$ cat config.mk
export PLATFORM = sky130hd
export DESIGN_NAME = uart_receiver
export DESIGN_NICKNAME = d
export VERILOG_FILES = /design/src/rtl/uart_receiver.sv
export SDC_FILE = /design/constraint.sdc
export NUM_CORES = 1
export LEC_CHECK = 0
export CORE_MARGIN = 1.5
export CORE_UTILIZATION = 60
export DETAILED_ROUTE_END_ITERATION = 7
export PLACE_DENSITY = 0.81
export SLEW_MARGIN = 40
export SYNTH_ARGS = -nofsm -noshare
export SYNTH_HDL_FRONTEND = slang
export SYNTH_SLANG_ARGS = --single-unit
export TNS_END_PERCENT = 20
$ cat constraint.sdc
create_clock -name clk -period 3.25 [get_ports clk]
set_clock_uncertainty 0.2 [all_clocks]
set_input_delay 0.4875 -clock clk [delete_from_list [all_inputs] [get_ports clk]]
set_output_delay 0.4875 -clock clk [all_outputs]
set_load 0.005 [all_outputs]
$ cat src/rtl/uart_receiver.sv
// UART receive end: 2-flop synchroniser, falling-edge start detect, mid-bit sampling,
// odd-parity and stop-bit checks, one-cycle completion pulse with status.
module uart_receiver #(
  parameter int unsigned CLKS_PER_BIT = 40
) (
  input  logic       clk,
  input  logic       reset,
  input  logic       rx,
  output logic [7:0] data_out,
  output logic       valid,
  output logic       parity_err,
  output logic       frame_err,
  output logic       resend_req,
  output logic       busy
);

  localparam int unsigned CntW = (CLKS_PER_BIT > 2) ? $clog2(CLKS_PER_BIT) : 1;
  localparam logic [CntW-1:0] LastCnt = CntW'(CLKS_PER_BIT - 1);
  localparam logic [CntW-1:0] HalfLast = CntW'(CLKS_PER_BIT / 2 - 1);

  typedef enum logic [2:0] {StIdle, StStart, StData, StParity, StStop} state_e;

  state_e          state_q, state_d;
  logic [CntW-1:0] cnt_q, cnt_d;
  logic [2:0]      bit_idx_q, bit_idx_d;
  logic [7:0]      shreg_q, shreg_d;
  logic            perr_q, perr_d;
  logic            ferr_q, ferr_d;
  logic            done_q, done_d;

  logic            rx_meta_q, rx_s_q, rx_d_q;
  logic [1:0]      rdy_q;
  logic            armed_q, armed_d;
  logic            fall;

  logic [7:0]      data_q, data_d;
  logic            valid_q, valid_d;
  logic            perr_out_q, perr_out_d;
  logic            ferr_out_q, ferr_out_d;
  logic            rr_q, rr_d;

  // The line must be seen high (with real synchronised data) before a start edge counts,
  // so a line that is low when reset releases cannot start a frame.
  assign armed_d = armed_q | (rdy_q[1] & rx_s_q);
  assign fall    = armed_q & rx_d_q & ~rx_s_q;

  always_ff @(posedge clk) begin
    if (reset) begin
      state_q    <= StIdle;
      cnt_q      <= '0;
      bit_idx_q  <= '0;
      shreg_q    <= '0;
      perr_q     <= 1'b0;
      ferr_q     <= 1'b0;
      done_q     <= 1'b0;
      rx_meta_q  <= 1'b1;
      rx_s_q     <= 1'b1;
      rx_d_q     <= 1'b1;
      rdy_q      <= '0;
      armed_q    <= 1'b0;
      data_q     <= '0;
      valid_q    <= 1'b0;
      perr_out_q <= 1'b0;
      ferr_out_q <= 1'b0;
      rr_q       <= 1'b0;
    end else begin
      state_q    <= state_d;
      cnt_q      <= cnt_d;
      bit_idx_q  <= bit_idx_d;
      shreg_q    <= shreg_d;
      perr_q     <= perr_d;
      ferr_q     <= ferr_d;
      done_q     <= done_d;
      rx_meta_q  <= rx;
      rx_s_q     <= rx_meta_q;
      rx_d_q     <= rx_s_q;
      rdy_q      <= {rdy_q[0], 1'b1};
      armed_q    <= armed_d;
      data_q     <= data_d;
      valid_q    <= valid_d;
      perr_out_q <= perr_out_d;
      ferr_out_q <= ferr_out_d;
      rr_q       <= rr_d;
    end
  end

  always_comb begin
    state_d   = state_q;
    cnt_d     = cnt_q + CntW'(1);
    bit_idx_d = bit_idx_q;
    shreg_d   = shreg_q;
    perr_d    = perr_q;
    ferr_d    = ferr_q;
    done_d    = 1'b0;
    case (state_q)
      StIdle: begin
        cnt_d = '0;
        if (fall) state_d = StStart;
      end
      StStart: begin
        if (cnt_q == HalfLast) begin
          cnt_d = '0;
          if (rx_s_q) begin
            state_d = StIdle;
          end else begin
            state_d   = StData;
            bit_idx_d = '0;
          end
        end
      end
      StData: begin
        if (cnt_q == LastCnt) begin
          cnt_d              = '0;
          shreg_d[bit_idx_q] = rx_s_q;
          if (bit_idx_q == 3'd7) state_d = StParity;
          else                   bit_idx_d = bit_idx_q + 3'd1;
        end
      end
      StParity: begin
        if (cnt_q == LastCnt) begin
          cnt_d   = '0;
          perr_d  = ~(^{shreg_q, rx_s_q});
          state_d = StStop;
        end
      end
      StStop: begin
        // Return to idle mid stop bit so an immediately following start edge is caught.
        if (cnt_q == LastCnt) begin
          cnt_d   = '0;
          ferr_d  = ~rx_s_q;
          done_d  = 1'b1;
          state_d = StIdle;
        end
      end
      default: begin
        cnt_d   = '0;
        state_d = StIdle;
      end
    endcase
  end

  always_comb begin
    valid_d    = done_q;
    rr_d       = done_q & (perr_q | ferr_q);
    data_d     = data_q;
    perr_out_d = perr_out_q;
    ferr_out_d = ferr_out_q;
    if (done_q) begin
      data_d     = shreg_q;
      perr_out_d = perr_q;
      ferr_out_d = ferr_q;
    end
  end

  assign busy       = (state_q != StIdle);
  assign data_out   = data_q;
  assign valid      = valid_q;
  assign parity_err = perr_out_q;
  assign frame_err  = ferr_out_q;
  assign resend_req = rr_q;

endmodule

## Yosys cells after proc, flatten, opt, wreduce, memory -nomap -nowiden

Cells that the tools add are included.

| word-level totals | value |
|---|---|
| output and inout port bits | 13 |
| logic and storage cells | 79 |
| input bits | 3 |
| flip-flop bits (word level) | 41 |

| operators by class | value |
|---|---|
| reductions and logical operators | 12 |
| muxes and demuxes | 21 |
| equal/unequal tests | 15 |
| bitwise logic cells | 9 |
| $add $sub $neg | 2 |
| $lt $le $gt $ge | 2 |

Operators by type and width:

| cell | number |
|---|---|
| 3-bit two-way mux | 10 |
| 2-bit != test, second input constant | 8 |
| 3-bit case mux with 5 select lines | 1 |
| 6-bit two-way mux | 2 |
| 6-bit case mux with 2 select lines | 1 |
| 9-bit XOR reduction | 1 |
| 8-bit bitwise mux | 1 |
| 6-bit by 1-bit adder with 6-bit output, second input constant | 1 |
| 3-bit by 2-bit == test with 1-bit output, second input constant | 2 |
| 3-bit == test, second input constant | 2 |
| 6-bit by 5-bit == test with 1-bit output, second input constant | 1 |
| 6-bit == test, second input constant | 1 |
| 3-bit case mux with 2 select lines | 1 |
| 2-bit AND reduction | 3 |
| 6-bit AND reduction | 1 |
| 5-bit AND reduction | 1 |
| 1-bit bitwise AND | 4 |
| 3-bit by 4-bit less-than comparator with 1-bit output, second input constant | 1 |
| 3-bit by 1-bit adder with 3-bit output, second input constant | 1 |
| 1-bit demux with 3-bit select | 1 |
| 3-bit by 1-bit == test with 1-bit output, second input constant | 1 |
| 3-bit by 1-bit greater-or-equal comparator with 1-bit output, second input constant | 1 |
| 3-bit zero test | 1 |
| 1-bit two-way mux | 3 |
| other kinds (8) | 11 |

## Depth between registers and ports, before layout

Gate-level depths: netlist of run 1.

| logic depth | value |
|---|---|
| word-level depth | 5 |
| gate-level depth with buffers | 6 |
| gate-level depth less buffers | 5 |

## Worst setup path before layout of run 1

No wires, ideal clock.

| timing path | value |
|---|---|
| path kind | register to register |
| start point | register state_q[1] |
| end point | register shreg_q[3] |
| library setup time | 0.070 ns |
| arrival time | 1.766 ns |
| clock period less this slack | 2.036 ns |
| required time | 2.980 ns |
| setup slack | 1.214 ns |
| cell stages (with the launch flop) | 7 |
| buffers on the path | 2 |
| cell sequence | dfxtp_1 > buf_4 > or3b_1 > buf_2 > or4_4 > or3_1 > a21oi_1 |

| between the ends | value |
|---|---|
| word-level cells in the longest chain between the ends | 2 |

Ends and longest elaborated chain:

| item | line | source |
|---|---|---|
| start, declared | 23 | `state_e state_q, state_d;` |
| start signal, assigned | 49 | `state_q <= StIdle;` |
| start signal, assigned | 67 | `state_q <= state_d;` |
| 3-bit by 2-bit == test with 1-bit output | 95 | `case (state_q)` |
| 2-bit AND reduction (no source line) | -- |  |
| end signal, assigned | 70 | `shreg_q <= shreg_d;` |
| end, declared | 26 | `logic [7:0] shreg_q, shreg_d;` |

Every way passes these cells.
A chain may end at the register's enable or synchronous reset.

## Final worst setup path of run 1

| timing path | value |
|---|---|
| start point | register state_q[2] |
| end point | output port busy |

| between the ends | value |
|---|---|
| word-level cells in the longest chain between the ends | 1 |

Ends and longest elaborated chain:

| item | line | source |
|---|---|---|
| 3-bit nonzero test | 155 | `assign busy = (state_q != StIdle);` |
| end, declared | 14 | `output logic busy` |

Every way passes these cells.

==> qor.csv, run 1 <==
metric,value,unit
seqPwrFrac,63.9,%
p_leak,0.687,nW
synthCells,194,
drtAntennaViolNets,0,
pwr-share-comb,7.0,%
core_area,2780,sq um
maxCapViolations,0,
cts_sinks,41,
routed_wl,3500,um
synth_top_area_cell,dfxtp_1,
numCtsBuffers,5,
rsz0062_at_grt,no,
synth.distinct_cells,41,
crit_arrival,1.68,ns
hold_viol_final,0,
io_buffers,15,
layout.nets,212,
power.share.clock,29.2,%
num_io_pins,16,
synth_nets,200,
yosys_warnings,0,
netlist.area_leader.share,46.1,%
die_area,3300,sq um
mostFrequentLayoutCell,dfxtp_1,
synthFlopType,dfxtp_1,
multi_input_area,893,sq um
fill_cells,212,
post_cts_buffers,0,
cp.required,2.56,ns
synth-edff-count,0,
clkTransAtPathRegs,0.11,ns
num_vias,1450,
end_kind,output port,
cp_max_fo,9,
grt_antenna_before_repair,0,
min_from,rx_meta_q,
design_area,1980,sq um
path_cells,or3_1 > clkdlybuf4s50_1,
drt_iter0_markers,69,
cts_resized,0,
power_density,411,nW/um^2
syn_area,1780,sq um
rows,19,
cts_hold_buf,0,
die_w,57.5,um
fmax,0.422,GHz
synth.area.top_cells,"dfxtp_1, mux2i_1, a21oi_1",
n_antenna_cell,0,
cts_root_buffer,clkbuf_4,
worstReg2RegStart,state_q[1],
initial_core_util,64.0,%
routed_via_density,6.09,
drc,0,
crit_start,state_q[2],
finalCritPeriodShare,72.8,%
critPathSlowestCell,clkdlybuf4s50_1,
clockBufferDepth,2,
p_int,0.000617,W
status,finished clean,
holdCritPathClass,reg -> reg,
place.gp.congestion,0.951,
slew_violations,0,
dp_cells,230,
yosysSeqAreaShare,46.1,%
slew_headroom,62.4,%
overflow,0,
async_reset_ff_share,0,%
setup_viol,0,
grt_pass1_wl,6050,um
finalNonFillerCells,238,
clock_latency,0.35,ns
final_cell_mix,"dfxtp_1, nor2_1, a21oi_1",
ys_seq_elements,41,
register_area,821,sq um
grt_max_degree,26,
htreeDepth,2,
grt_util_all_layers,23.6,%
synth_area_per_cell,9.17,sq um
syn_to_final_growth,11.3,%
post-route-min-period,2.37,ns
cpPeakStageDelay,0.47,ns
drtPass1Iterations,4,
ir_worst_vdd,0.337,mV
dpl-instance-area,1930,sq um
tightest_slew,0.563,ns
grt_pass1_vias,1358,
wire_per_inst,14.7,um
p_switching,0.000197,W
drive_gt1_share,6.28,%
start_kind,flip-flop,
total_power,0.000813,W
tns,0,ns
p_sw_share,24.2,%
crit_type,reg -> out,
die_h,57.5,um
cts_tree,yes,
hpwl,2530,um
==> final timing paths <==
kind,depth (start not counted),slack [ns],endpoint
worst max register to register,4,1.05,shreg_q[3]
worst max-delay path,2,0.88,busy
worst min-delay path,1,0.22,rx_s_q
worst min register to register,1,0.22,rx_s_q
==> synth_stat cells, drive strengths merged, types with 2 or more instances <==
master and number:
a21oi 18, nor4 2, xnor2 7, nand4 6
clkbuf 7, or3 3, xor2 3, buf 4
nand2b 3, or2 2, dfxtp 41, ha 3
nand3 12, o22ai 2, and2 2, mux2i 11
or4 2, nand2 4, nor2 23, o31ai 4
o21ai 9, or3b 2, nor3b 2, nor2b 5
inv 5
==> cell families (layout without fill, tap and decap cells) <==
logic type,Yosys count,in the layout,share of synthesized area (%)
and+or+nand+nor,74,74,23.4
DFF,41,41,46.1
xor gates and xnor gates,11,11,6.19
AOI/OAI and AO/OA,38,38,12.3
buffers and inverters,16,29,3.66
adders and majority gates,3,3,2.11
muxes,11,11,6.19
==> registers in the layout, summed over array words and instances (netlist names), 2 cells and up <==
| register | flops |
|---|---|
| data_out | 8 |
| cnt_q | 6 |
| state_q | 3 |
| rdy_q | 2 |
| bit_idx_q | 3 |
| shreg_q | 8 |
==> through the flow <==
stage          hold WS (ns)  setup slack (ns)  utilization, %
2_1_floorplan         0.189              1.21               -
3_3_place_gp          0.194              1.16            69.4
3_5_place_dp          0.194              1.11            69.4
4_1_cts               0.222             0.893            71.2
5_1_grt               0.238             0.818            71.2
6_report              0.220             0.883            71.2
==> power by group through the flow <==
stage,Combinational (W),Clock [W],Sequential (W)
final,0.0000566,0.000237,0.000519
after global routing,0.0000615,0.000261,0.000521
after CTS,0.0000562,0.000246,0.000519
after detailed placement,0.0000553,0,0.000531
after global placement,0.0000543,0,0.000529
after floorplan,0.0000406,0,0.000527
==> area by class of cell <==
cell class,instances,share of cell area [%]
Tap cell,31,1.96
Sequential cell,41,41.4
Timing Repair Buffer,16,7.96
Clock inverter,2,0.505
Inverter,5,0.948
Multi-Input combinational cell,137,45.1
Clock buffer,6,2.08
==> worst max-delay path, delay by kind of cell (launching register included) <==
family                 cells  cell delay [ns]
buffers and inverters      1             0.47
DFF                        1             0.40
and+or+nand+nor            1             0.46
==> layer usage <==
metal	vias to the layer above	wire length (um)	track usage, %
li1	712	-	-
met1	685	1580	29.6
met2	45	1680	37.7
met3	8	168	6.80
met4	0	70	10.3
met5	-	0	0
No activity file was read; power rests on OpenSTA's default activity.
==> inputs of run 2 (changes only) <==
--- a/config.mk
+++ b/config.mk
@@ -6,9 +6,9 @@
 export NUM_CORES = 1
 export LEC_CHECK = 0
 export CORE_MARGIN = 1.5
-export CORE_UTILIZATION = 60
+export CORE_UTILIZATION = 56
 export DETAILED_ROUTE_END_ITERATION = 7
-export PLACE_DENSITY = 0.81
+export PLACE_DENSITY = 0.76
 export SLEW_MARGIN = 40
 export SYNTH_ARGS = -nofsm -noshare
 export SYNTH_HDL_FRONTEND = slang
==> constraint.sdc (replaced) <==
create_clock -name clk -period 2.23 [get_ports clk]
set_clock_uncertainty 0.2 [all_clocks]
set_input_delay 0.3345 -clock clk [delete_from_list [all_inputs] [get_ports clk]]
set_output_delay 0.3345 -clock clk [all_outputs]
set_load 0.005 [all_outputs]
==> run 2 against run 1 <==
Routed wire length up 2.8%. Flip-flop and latch count unchanged. Core utilization down 1.9 points. Global-route usage down 1.3 points. Largest power group unchanged. Die area up 6.8%. Non-clock buffer count up 4.
==> qor.csv, run 2 (same netlist as run 1, synthesis figures left out) <==
metric,value,unit,change
maxCapViolations,0,,unchanged
num_io_pins,16,,unchanged
multi_input_area,900,sq um,+0.70%
grt_util_all_layers,22.2,%,-1.3 points
syn_to_final_growth,18.0,%,
dp_cells,247,,+7.4%
grt_pass1_wl,6020,um,-0.58%
routed_wl,3600,um,+2.8%
drive_gt1_share,9.95,%,+3.7 points
drtAntennaViolNets,0,,unchanged
pwr-share-comb,6.2,%,-0.8 points
p_switching,0.000301,W,+53%
holdCritPathClass,reg -> reg,,
cts_tree,yes,,
io_buffers,15,,unchanged
grt_util_met3,4.15,%,-2.7 points
use_met1,28.6,%,-0.99 points
slew_headroom,61.0,%,-1.4 points
post-route-min-period,2.19,ns,
crit_type,reg -> out,,
core_area,3030,sq um,+8.9%
routed_via_density,5.62,,-7.7%
grt_antenna_before_repair,0,,unchanged
fmax,0.458,GHz,
clockBufferDepth,2,,unchanged
tns,0,ns,unchanged
tightest_slew,0.584,ns,+0.0213 ns
finalNonFillerCells,255,,+7.1%
crit_arrival,1.65,ns,-0.03 ns
die_w,59.4,um,+3.3%
rows,20,,+1
numCtsBuffers,5,,unchanged
fill_cells,246,,+16%
die_area,3520,sq um,+6.8%
finalCritPeriodShare,98.0,%,
grt_busiest_layer,met2,,
cts_root_buffer,clkbuf_4,,
power.share.clock,40.8,%,+12 points
n_antenna_cell,0,,unchanged
grt_pass1_vias,1378,,+1.5%
cts_hold_buf,0,,unchanged
register_area,823,sq um,+0.30%
p_leak,0.734,nW,+6.9%
num_vias,1434,,-1.1%
grt_max_degree,22,,-15%
wire_per_inst,14.1,um,-4.0%
final_cell_mix,"dfxtp_1, nor2_1, a21oi_1",,
layout.nets,216,,+1.9%
die_h,59.4,um,+3.3%
mostFrequentLayoutCell,dfxtp_1,,
fin_hold_ws,0.220,ns,+0.000438 ns
overflow,0,,unchanged
drt_iter0_markers,80,,+16%
path_cells,or3_1 > clkdlybuf4s50_1,,
cpPeakStageDelay,0.47,ns,about the same
ir_worst_vdd,0.682,mV,+100%
post_cts_buffers,0,,unchanged
critPathSlowestCell,clkdlybuf4s50_1,,
htreeDepth,2,,unchanged
clkTransAtPathRegs,0.13,ns,+0.02 ns
hold_viol_final,0,,unchanged
drtPass1Iterations,4,,unchanged
end_kind,output port,,
power_density,682,nW/um^2,+66%
p_sw_share,21.0,%,-3.2 points
hpwl,2640,um,+4.4%
initial_core_util,58.8,%,-5.2 points
slew_violations,0,,unchanged
place.gp.congestion,0.986,,+3.6%
setup_viol,0,,unchanged
cp_max_fo,9,,unchanged
start_kind,flip-flop,,
use_met2,37.5,%,-0.14 points
seqPwrFrac,53.0,%,-11 points
clock_latency,0.35,ns,about the same
drc,0,,unchanged
cp.required,1.70,ns,-0.86 ns
status,finished clean,,
p_int,0.00113,W,+83%
cts_sinks,41,,unchanged
==> run 2: changes by cell type in the layout (fill, tap and decap cells not counted), moves of 2 or more <==
cell       change
buf_4          +3
bufinv_16      +2
dfxtp_1        -2
dfxtp_2        +2
==> run 2: per-stage QoR <==
stage	total power (W)	setup slack [ns]	instance area (sq um)	util, %
finish	0.00143	0.0443	2100	69.3
global route	0.00148	-0.00866	2100	69.3
CTS	0.00143	0.0169	2090	69.0
detailed placement	0.000860	0.106	1990	65.7
global placement	0.000854	0.255	1990	65.7
floorplan	0.000827	0.194	1780	-
==> run 2: per-layer routing <==
layer,up-vias,wire length [um],share of wire [%]
met1,664,1690,47
met4,0,24,0.67
met2,41,1720,48
met5,-,0,0
li1,725,-,-
met3,4,166,4.6
==> run 2: worst max-delay path, delay by kind of cell, from the launching register on <==
family                 cells  cell delay (ns)
and+or+nand+nor            1             0.45
buffers and inverters      1             0.47
DFF                        1             0.39
==> run 2: final cells by class <==
class                      count  share of cell area, %
multi-input combinational    137                   42.8
sequential                    41                   39.2
clock buffer                   5                   1.79
clock inverter                 3                   3.10
timing repair buffer          20                   9.54
inverter                       5                  0.894
tap                           44                   2.62
==> run 2: power groups by stage <==
stage | clock (W) | sequential (W) | combinational [W]
CTS | 0.000590 | 0.000757 | 0.0000871
finish | 0.000584 | 0.000759 | 0.0000890
floorplan | 0 | 0.000768 | 0.0000592
detailed placement | 0 | 0.000773 | 0.0000865
global placement | 0 | 0.000772 | 0.0000823
global route | 0.000620 | 0.000761 | 0.0000973
==> run 2: path summary, 6_finish.rpt <==
check | start | slack (ns) | endpoint | depth (start not counted)
setup / recovery | state_q[2] | 0.04 | busy | 2
hold / removal | rx_meta_q | 0.22 | rx_s_q | 1
setup reg to reg | cnt_q[0] | 0.10 | state_q[2] | 5
hold reg to reg | rx_meta_q | 0.22 | rx_s_q | 1
==> run 2: timing repair <==
action	CTS	global route
gates resized for setup	0	4
endpoints found under the setup margin	0	6
endpoints found under the hold margin	0	0
